`src/rtl/button_event_scheduler.sv`:
```
// Debounces N_BTN raw buttons against a shared 1 ms tick and funnels their
// press/release edges through a round-robin arbiter onto one valid/ready port.

module btn_debounce_lane #(
  parameter int DEBOUNCE_MS = 5,
  parameter int CW          = 3
) (
  input  logic clk,
  input  logic rst_n,
  input  logic btn,
  input  logic tick,
  output logic state,
  output logic evt,
  output logic evt_type
);
  logic [1:0]    sync;
  logic [CW-1:0] cnt;
  logic          mism;

  assign mism     = sync[1] ^ state;
  assign evt      = tick & mism & (cnt == CW'(DEBOUNCE_MS - 1));
  assign evt_type = sync[1];

  always_ff @(posedge clk or negedge rst_n) begin
    if (!rst_n) begin
      sync  <= '0;
      cnt   <= '0;
      state <= 1'b0;
    end else begin
      sync <= {sync[0], btn};
      // Any agreeing cycle restarts the run, so short glitches never accumulate.
      if (!mism) begin
        cnt <= '0;
      end else if (tick) begin
        if (cnt == CW'(DEBOUNCE_MS - 1)) begin
          state <= sync[1];
          cnt   <= '0;
        end else begin
          cnt <= cnt + 1'b1;
        end
      end
    end
  end
endmodule

module button_event_scheduler #(
  parameter int c_clkfreq   = 100000000,
  parameter int N_BTN       = 4,
  parameter int DEBOUNCE_MS = 5,
  localparam int IDW        = (N_BTN > 1) ? $clog2(N_BTN) : 1
) (
  input  logic             clk,
  input  logic             rst_n,
  input  logic [N_BTN-1:0] btn_i,
  output logic [N_BTN-1:0] btn_state_o,
  output logic             evt_valid_o,
  input  logic             evt_ready_i,
  output logic [IDW-1:0]   evt_id_o,
  output logic             evt_type_o,
  output logic [N_BTN-1:0] ovr_o,
  input  logic             ovr_clr_i
);
  localparam int TICK_CYC = c_clkfreq / 1000;
  localparam int PW       = (TICK_CYC > 1) ? $clog2(TICK_CYC) : 1;
  localparam int CW       = $clog2(DEBOUNCE_MS + 1);

  typedef struct packed {
    logic vld;
    logic typ;
  } slot_t;

  logic [PW-1:0]    pre_cnt;
  logic             tick;
  logic [N_BTN-1:0] lane_evt;
  logic [N_BTN-1:0] lane_typ;
  slot_t [N_BTN-1:0] slot;
  logic [IDW-1:0]   ptr;
  logic             load, gnt_any, grant;
  logic [IDW-1:0]   gnt_id;
  logic [N_BTN-1:0] slot_clr, ovr_set;

  assign tick = (pre_cnt == PW'(TICK_CYC - 1));

  always_ff @(posedge clk or negedge rst_n) begin
    if (!rst_n)    pre_cnt <= '0;
    else if (tick) pre_cnt <= '0;
    else           pre_cnt <= pre_cnt + 1'b1;
  end

  for (genvar g = 0; g < N_BTN; g++) begin : g_lane
    btn_debounce_lane #(
      .DEBOUNCE_MS(DEBOUNCE_MS),
      .CW         (CW)
    ) u_lane (
      .clk     (clk),
      .rst_n   (rst_n),
      .btn     (btn_i[g]),
      .tick    (tick),
      .state   (btn_state_o[g]),
      .evt     (lane_evt[g]),
      .evt_type(lane_typ[g])
    );
  end

  // Round-robin search starting one past the last granted channel.
  always_comb begin
    logic [IDW:0] sum;
    logic [IDW-1:0] idx;
    gnt_any = 1'b0;
    gnt_id  = '0;
    sum     = '0;
    idx     = '0;
    for (int k = 1; k <= N_BTN; k++) begin
      sum = {1'b0, ptr} + (IDW+1)'(k);
      if (sum >= (IDW+1)'(N_BTN)) sum = sum - (IDW+1)'(N_BTN);
      idx = sum[IDW-1:0];
      if (!gnt_any && slot[idx].vld) begin
        gnt_any = 1'b1;
        gnt_id  = idx;
      end
    end
  end

  assign load  = !evt_valid_o || evt_ready_i;
  assign grant = load && gnt_any;

  always_comb begin
    for (int c = 0; c < N_BTN; c++) slot_clr[c] = grant && (gnt_id == IDW'(c));
  end

  // A slot being granted this cycle can take a fresh event without overrun.
  always_comb begin
    for (int c = 0; c < N_BTN; c++) ovr_set[c] = lane_evt[c] && slot[c].vld && !slot_clr[c];
  end

  always_ff @(posedge clk or negedge rst_n) begin
    if (!rst_n) begin
      slot <= '0;
    end else begin
      for (int c = 0; c < N_BTN; c++) begin
        if (lane_evt[c]) begin
          slot[c].vld <= 1'b1;
          slot[c].typ <= lane_typ[c];
        end else if (slot_clr[c]) begin
          slot[c].vld <= 1'b0;
        end
      end
    end
  end

  always_ff @(posedge clk or negedge rst_n) begin
    if (!rst_n) ovr_o <= '0;
    else        ovr_o <= (ovr_clr_i ? '0 : ovr_o) | ovr_set;
  end

  always_ff @(posedge clk or negedge rst_n) begin
    if (!rst_n) begin
      evt_valid_o <= 1'b0;
      evt_id_o    <= '0;
      evt_type_o  <= 1'b0;
      ptr         <= IDW'(N_BTN - 1);
    end else if (load) begin
      if (gnt_any) begin
        evt_valid_o <= 1'b1;
        evt_id_o    <= gnt_id;
        evt_type_o  <= slot[gnt_id].typ;
        ptr         <= gnt_id;
      end else begin
        evt_valid_o <= 1'b0;
      end
    end
  end
endmodule

```
`config.mk`:
```
export PLATFORM = sky130hd
export DESIGN_NAME = button_event_scheduler
export DESIGN_NICKNAME = d
export VERILOG_FILES = /design/src/rtl/button_event_scheduler.sv
export SDC_FILE = /design/constraint.sdc
export NUM_CORES = 1
export LEC_CHECK = 0
export ABC_CLOCK_PERIOD_IN_PS = 2800
export BUFFER_PORTS_ARGS = -buffer_cell sky130_fd_sc_hd__buf_2
export CAP_MARGIN = 20
export CORE_MARGIN = 1.5
export CORE_UTILIZATION = 50
export DETAILED_ROUTE_END_ITERATION = 10
export GPL_TIMING_DRIVEN = 0
export PLACE_DENSITY = 0.68
export SLEW_MARGIN = 20
export SYNTH_ARGS = -nofsm -noshare
export SYNTH_HDL_FRONTEND = slang
export SYNTH_SLANG_ARGS = --single-unit
```
`constraint.sdc`:
```
create_clock -name clk -period 2.8 [get_ports clk]
set_clock_uncertainty 0.05 [all_clocks]
set_input_delay 0.28 -clock clk [delete_from_list [all_inputs] [get_ports clk]]
set_output_delay 0.28 -clock clk [all_outputs]
set_load 0.02 [all_outputs]
```
; Word level (Yosys, flattened, before mapping)
; Cells that the tools add are included.
; W data, S select, Z words.
[word_totals]
wordCells = 153
in_bits = 8
reg_bits = 59
output_inout_bits = 12
[op_classes]
reduce_logical = 35
eq_ne = 12
mux = 45
n_bitwise = 13
magnitude_cmp = 9
n_addsub = 13
[ops]
columns = op, count
row1 = $mux W3, 12
row2 = $mux W2, 12
row3 = $bmux W2 S2, 5
row4 = $add A17 B1 Y17 const B, 1
row5 = $eq A17 B17 Y1 const B, 1
row6 = $mux W17, 1
row7 = $logic_and A1 B1 Y1, 16
row8 = $lt A2 B3 Y1 const B, 5
row9 = $mux W1, 14
row10 = $add A3 B1 Y3 const B, 4
row11 = $eq A3 B3 Y1 const B, 4
row12 = $ge A3 B3 Y1 const B, 4
row13 = $reduce_and A3 Y1, 4
row14 = $and A1 B1 Y1, 8
row15 = $logic_not A1 Y1, 8
row16 = $reduce_bool A2 Y1, 4
row17 = $sub A2 B1 Y2 const B, 4
row18 = $add A2 B2 Y3 const B, 2
row19 = $ne A2 B2 Y1 const B, 3
row20 = $eq A2 B2 Y1 const B, 2
row21 = $mux W4, 1
row22 = $or A4 B4 Y4, 1
row23 = $xor A1 B1 Y1, 4
row24 = $add A2 B1 Y3 const B, 1
row25 = 6 further kinds, 6

; Depth between registers and ports, before layout
[logic_depth]
word_depth = 20
mapped_depth = 8
ltp_nobuf = 6

; By module
; A second synthesis with hierarchy kept.
[hier_totals]
hier_cells = 249
area_unflattened_um2 = 2716.4
[by_module_without_submodules]
columns = mod, seq_area_each_um2, area_each_um2, cells_each, instances
row1 = button_event_scheduler, 878.3, 1596.5, 150, 1
row2 = btn_debounce_lane at g_lane[1].u_lane ..., 150.1, 280.3, 25, 3
row3 = btn_debounce_lane at g_lane[0].u_lane, 150.1, 279.0, 24, 1

; Worst setup path after synthesis
; OpenSTA, ideal clock, no wires.
[synth_path]
path_type = register to register
startpoint = register pre_cnt[13]
endpoint = register slot[4] (netlist bit)
period_less_slack_ps = 2162
n_path_buf = 1
t_arrival_ps = 1991
path_slack_ps = 638
path_stages_with_launch = 6
required_time_ps = 2629
setup_time_ps = 121
cell_sequence = dfrtp_1 > or4b_4 > or4_4 > buf_6 > o31a_1 > o22a_1
[synth_via]
elab_chain_len = 3
[synth_lines]
columns = item, line
row1 = start: declaration, 72  ; logic [PW-1:0] pre_cnt;
row2 = start signal: assignment, 87  ; else pre_cnt <= pre_cnt + 1'b1;
row3 = $eq A17 B17 Y1, 82  ; assign tick = (pre_cnt == PW'(TICK_CYC - 1));
row4 = $and A1 B1 Y1 (2 in a row), 21  ; assign evt = tick & mism & (cnt == CW'(DEBOUNCE_MS - 1));
row5 = end: declaration, 76  ; slot_t [N_BTN-1:0] slot;
; Every way passes these cells.
; A chain may end at the register's enable or synchronous reset.

; Worst setup path in the final report
[layout_path]
startpoint = register pre_cnt[0]
endpoint = register slot[0] (netlist bit)
; The elaborated chain is that of the path after synthesis.

==> results.tsv <==
stage	metric	value	unit
critical_path	critPathKind	reg -> reg	
detailed_routing	drtIter0Drc	89	
floorplanning	placementRows	26	
sta	slew_violations	0	
floorplanning	die-width	76.9	µm
floorplanning	die_h	76.9	µm
power	clkPwrFrac	35.5	%
min_path	hold_path_class	in -> reg	
logic_synthesis	synthMuxAreaShare	2.80	%
placed_design	dp_hpwl	3540	µm
sta	fin_crit	2.36	ns
layout	drive_above_1_share	17.8	%
grt	grt_pass1_wl	8830	µm
logic_synthesis	ys_seq_area_share	54.2	%
placed_design	io_buffer_count	19	
layout	area_growth	15.6	%
logic_synthesis	synth_xor_area_share	5.78	%
power	ir_drop	0.346	mV
critical_path	worstPathArrival	2.57	ns
cts	insertion_delay	0.33	ns
logic_synthesis	async_flop_share	100	%
critical_path	r2r_slack	0.44	ns
cts	cts_tree	built	
grt	grt-ovfl-total	0	
critical_path	required	3.00	ns
critical_path	worstSetupStartpoint	pre_cnt[0]	
cts	cts_buffer_depth	2	
logic_synthesis	yosys.area_share.simple	17.6	%
detailed_routing	drtPass1Iterations	4	
detailed_routing	vias	1964	
power	p_sw	585	µW
sta	fmax	423	MHz
critical_path	cp-end-kind	register	
layout	fin_util	61.0	%
cts	cts_made_buffers	9	
detailed_routing	ant_nets	0	
critical_path	rr_worst_depth	7	
critical_path	reg2reg_from	pre_cnt[0]	
placed_design	gp_congestion	0.789	
sta	tightest_slew	0.740	ns
cts	post-cts-setup-buffers	0	
logic_synthesis	synth_nets	275	
grt	grt_max_degree	60	
logic_synthesis	synth_area_leaders	dfrtp_1, ha_1, nand2_1	
power	power.leakage	0.00146	µW
cts	root_buffer	clkbuf_8	
logic_synthesis	synth_top_area_share	52.3	%
floorplanning	die_area	5910	µm²
detailed_routing	routed_wl	5080	µm
logic_synthesis	synth_top_family_by_area	simple AND/OR/NAND/NOR gates	
sta	tns	0	ns
floorplanning	io_pins	20	
logic_synthesis	syn_avg_cell_area	10.6	µm²
detailed_routing	viasPerCell	5.34	
logic_synthesis	ys_types	43	
floorplanning	start_util	52.7	%
grt	grt_pass1_vias	2028	
cts	cts.sinks	59	
critical_path	worstSetupEndpoint	slot[0]	
logic_synthesis	yosysWarningCount	0	
power	switching_share	28.4	%
layout	nets	310	
logic_synthesis	synth_ff_type	dfrtp_1	
sta	rsz0062_at_grt	false	
layout	diodes	0	
logic_synthesis	yosysMostFrequentCell	dfrtp_1	
logic_synthesis	synth-adder-area-share	4.13	%
logic_synthesis	synth_compound_area_share	11.5	%
logic_synthesis	synth.cell_area	2730	µm²
critical_path	cp-start-kind	register	
critical_path	r2r-end	slot[0]	
cts	htree_levels	3	
power	seq_power_share	47.3	%
status	status	complete, no violations	
logic_synthesis	synth_edf_count	0	
flow_run	maxCapViolCount	0	
logic_synthesis	synth_commonest_cells	dfrtp_1, nand2_1, nor2_1	
logic_synthesis	ys_ff_latch	59	
critical_path	cp_max_fo	10	
detailed_routing	drt-wirelength-per-cell	13.8	µm
grt	antenna_found_initial	0	
sta	fin_crit_sh	84.4	%
detailed_routing	drcViolationCount	0	
logic_synthesis	yosysTopAreaCell	dfrtp_1	
cts	clk_pin_slew	0.06	ns
sta	hold_viol_final	0	
power	combinationalPowerShare	17.2	%
sta	worst_slew_margin_rel	50.7	%
logic_synthesis	synth_cells	258	
floorplanning	design.core.area	5170	µm²
power	intPower	1480	µW
grt	grtUsageTotal	19.2	%
power	power_density	654	nW/µm²
sta	setup_violations	0	
critical path, stage by stage (launching register included):
cell	delay, ns
dfrtp_1	0.40
ha_1	0.22
and4_1	0.28
nand2_1	0.13
nor4_4	0.58
buf_2	0.34
a41oi_1	0.15
a21oi_1	0.14
registers in the layout, indices dropped and copies added, names as in the netlist, 2 cells and up:
signal,cells
g_lane.u_lane.state,4
g_lane.u_lane.cnt,12
slot,8
ptr,2
evt_id_o,2
pre_cnt,17
ovr_o,4
g_lane.u_lane.sync,8
power groups by stage:
stage	sequential (µW)	combinational (µW)	clock [µW]
floorplan	1000	235	0
global placement	988	347	0
detailed placement	990	354	0
CTS	974	360	750
global route	982	395	791
finish	975	355	732
stage by stage:
stage / cells / cell area (µm²) / setup slack [ns] / power, µW / hold slack (ns)
6_report: 368 / 3150 / 0.437 / 2060 / 0.151
5_1_grt: 368 / 3150 / 0.204 / 2170 / 0.168
4_1_cts: 368 / 3150 / 0.435 / 2080 / 0.139
3_5_place_dp: 347 / 2910 / 0.452 / 1340 / 0.285
3_3_place_gp: 347 / 2910 / 0.493 / 1330 / 0.282
2_1_floorplan: 258 / 2730 / 0.638 / 1240 / -0.0656
routing by layer:
layer	routed length [µm]	GRT usage, %
met5	0	0
met1	2350	23.8
met3	170	4.40
met4	100	9.44
met2	2460	31.5
logic make-up after synthesis:
kind of cell / after synthesis
flops: 59
fa+ha+maj: 9
xor+xnor: 18
compound gates: 50
mux: 7
buf+inv: 22
simple gates: 93
cell type report:
| class | count | area [µm²] |
|---|---|---|
| Buffer | 8 | 56.3 |
| Clock buffer | 15 | 186 |
| Clock inverter | 1 | 5.00 |
| Fill cell | 444 | 2020 |
| Inverter | 14 | 52.6 |
| Multi-Input combinational cell | 177 | 1140 |
| Sequential cell | 59 | 1480 |
| Tap cell | 70 | 87.6 |
| Timing Repair Buffer | 24 | 148 |
layout by cell type (no fill, tap or decap), types with 3 or more instances in the layout:
cell,Yosys,routed
nand4_1,3,3
dlygate4sd3_1,0,5
inv_1,14,14
nor2_1,19,19
buf_4,4,5
nand3b_1,4,4
nand2_1,30,30
buf_2,3,21
nand3_1,16,16
a21oi_1,17,17
mux2_2,5,5
xor2_1,8,8
o31ai_1,4,4
ha_1,9,9
dfrtp_1,57,57
nand2b_1,3,3
o21ai_0,13,13
o32ai_1,4,4
clkbuf_8,0,13
and3_1,4,4
xnor2_1,10,10
a41oi_1,3,3
how the worst min path moves through the flow:
stage | startpoint | endpoint | depth (start not counted)
6_report | evt_ready_i | evt_valid_o | 4
2_1_floorplan | rst_n | evt_id_o[0] | 0
3_3_place_gp | g_lane[1].u_lane.sync[0] | g_lane[1].u_lane.sync[1] | 0
4_1_cts | evt_ready_i | evt_valid_o | 4
5_1_grt | ovr_clr_i | ovr_o[3] | 2
3_5_place_dp | g_lane[2].u_lane.sync[0] | g_lane[2].u_lane.sync[1] | 0
repair_timing:
item / CTS / global route
hold buffers: 5 / 0
setup endpoints to repair: 0 / 0
hold endpoints to repair: 61 / 0
resized for setup: 0 / 0
Note: power is estimated with default switching activity, not from simulation.
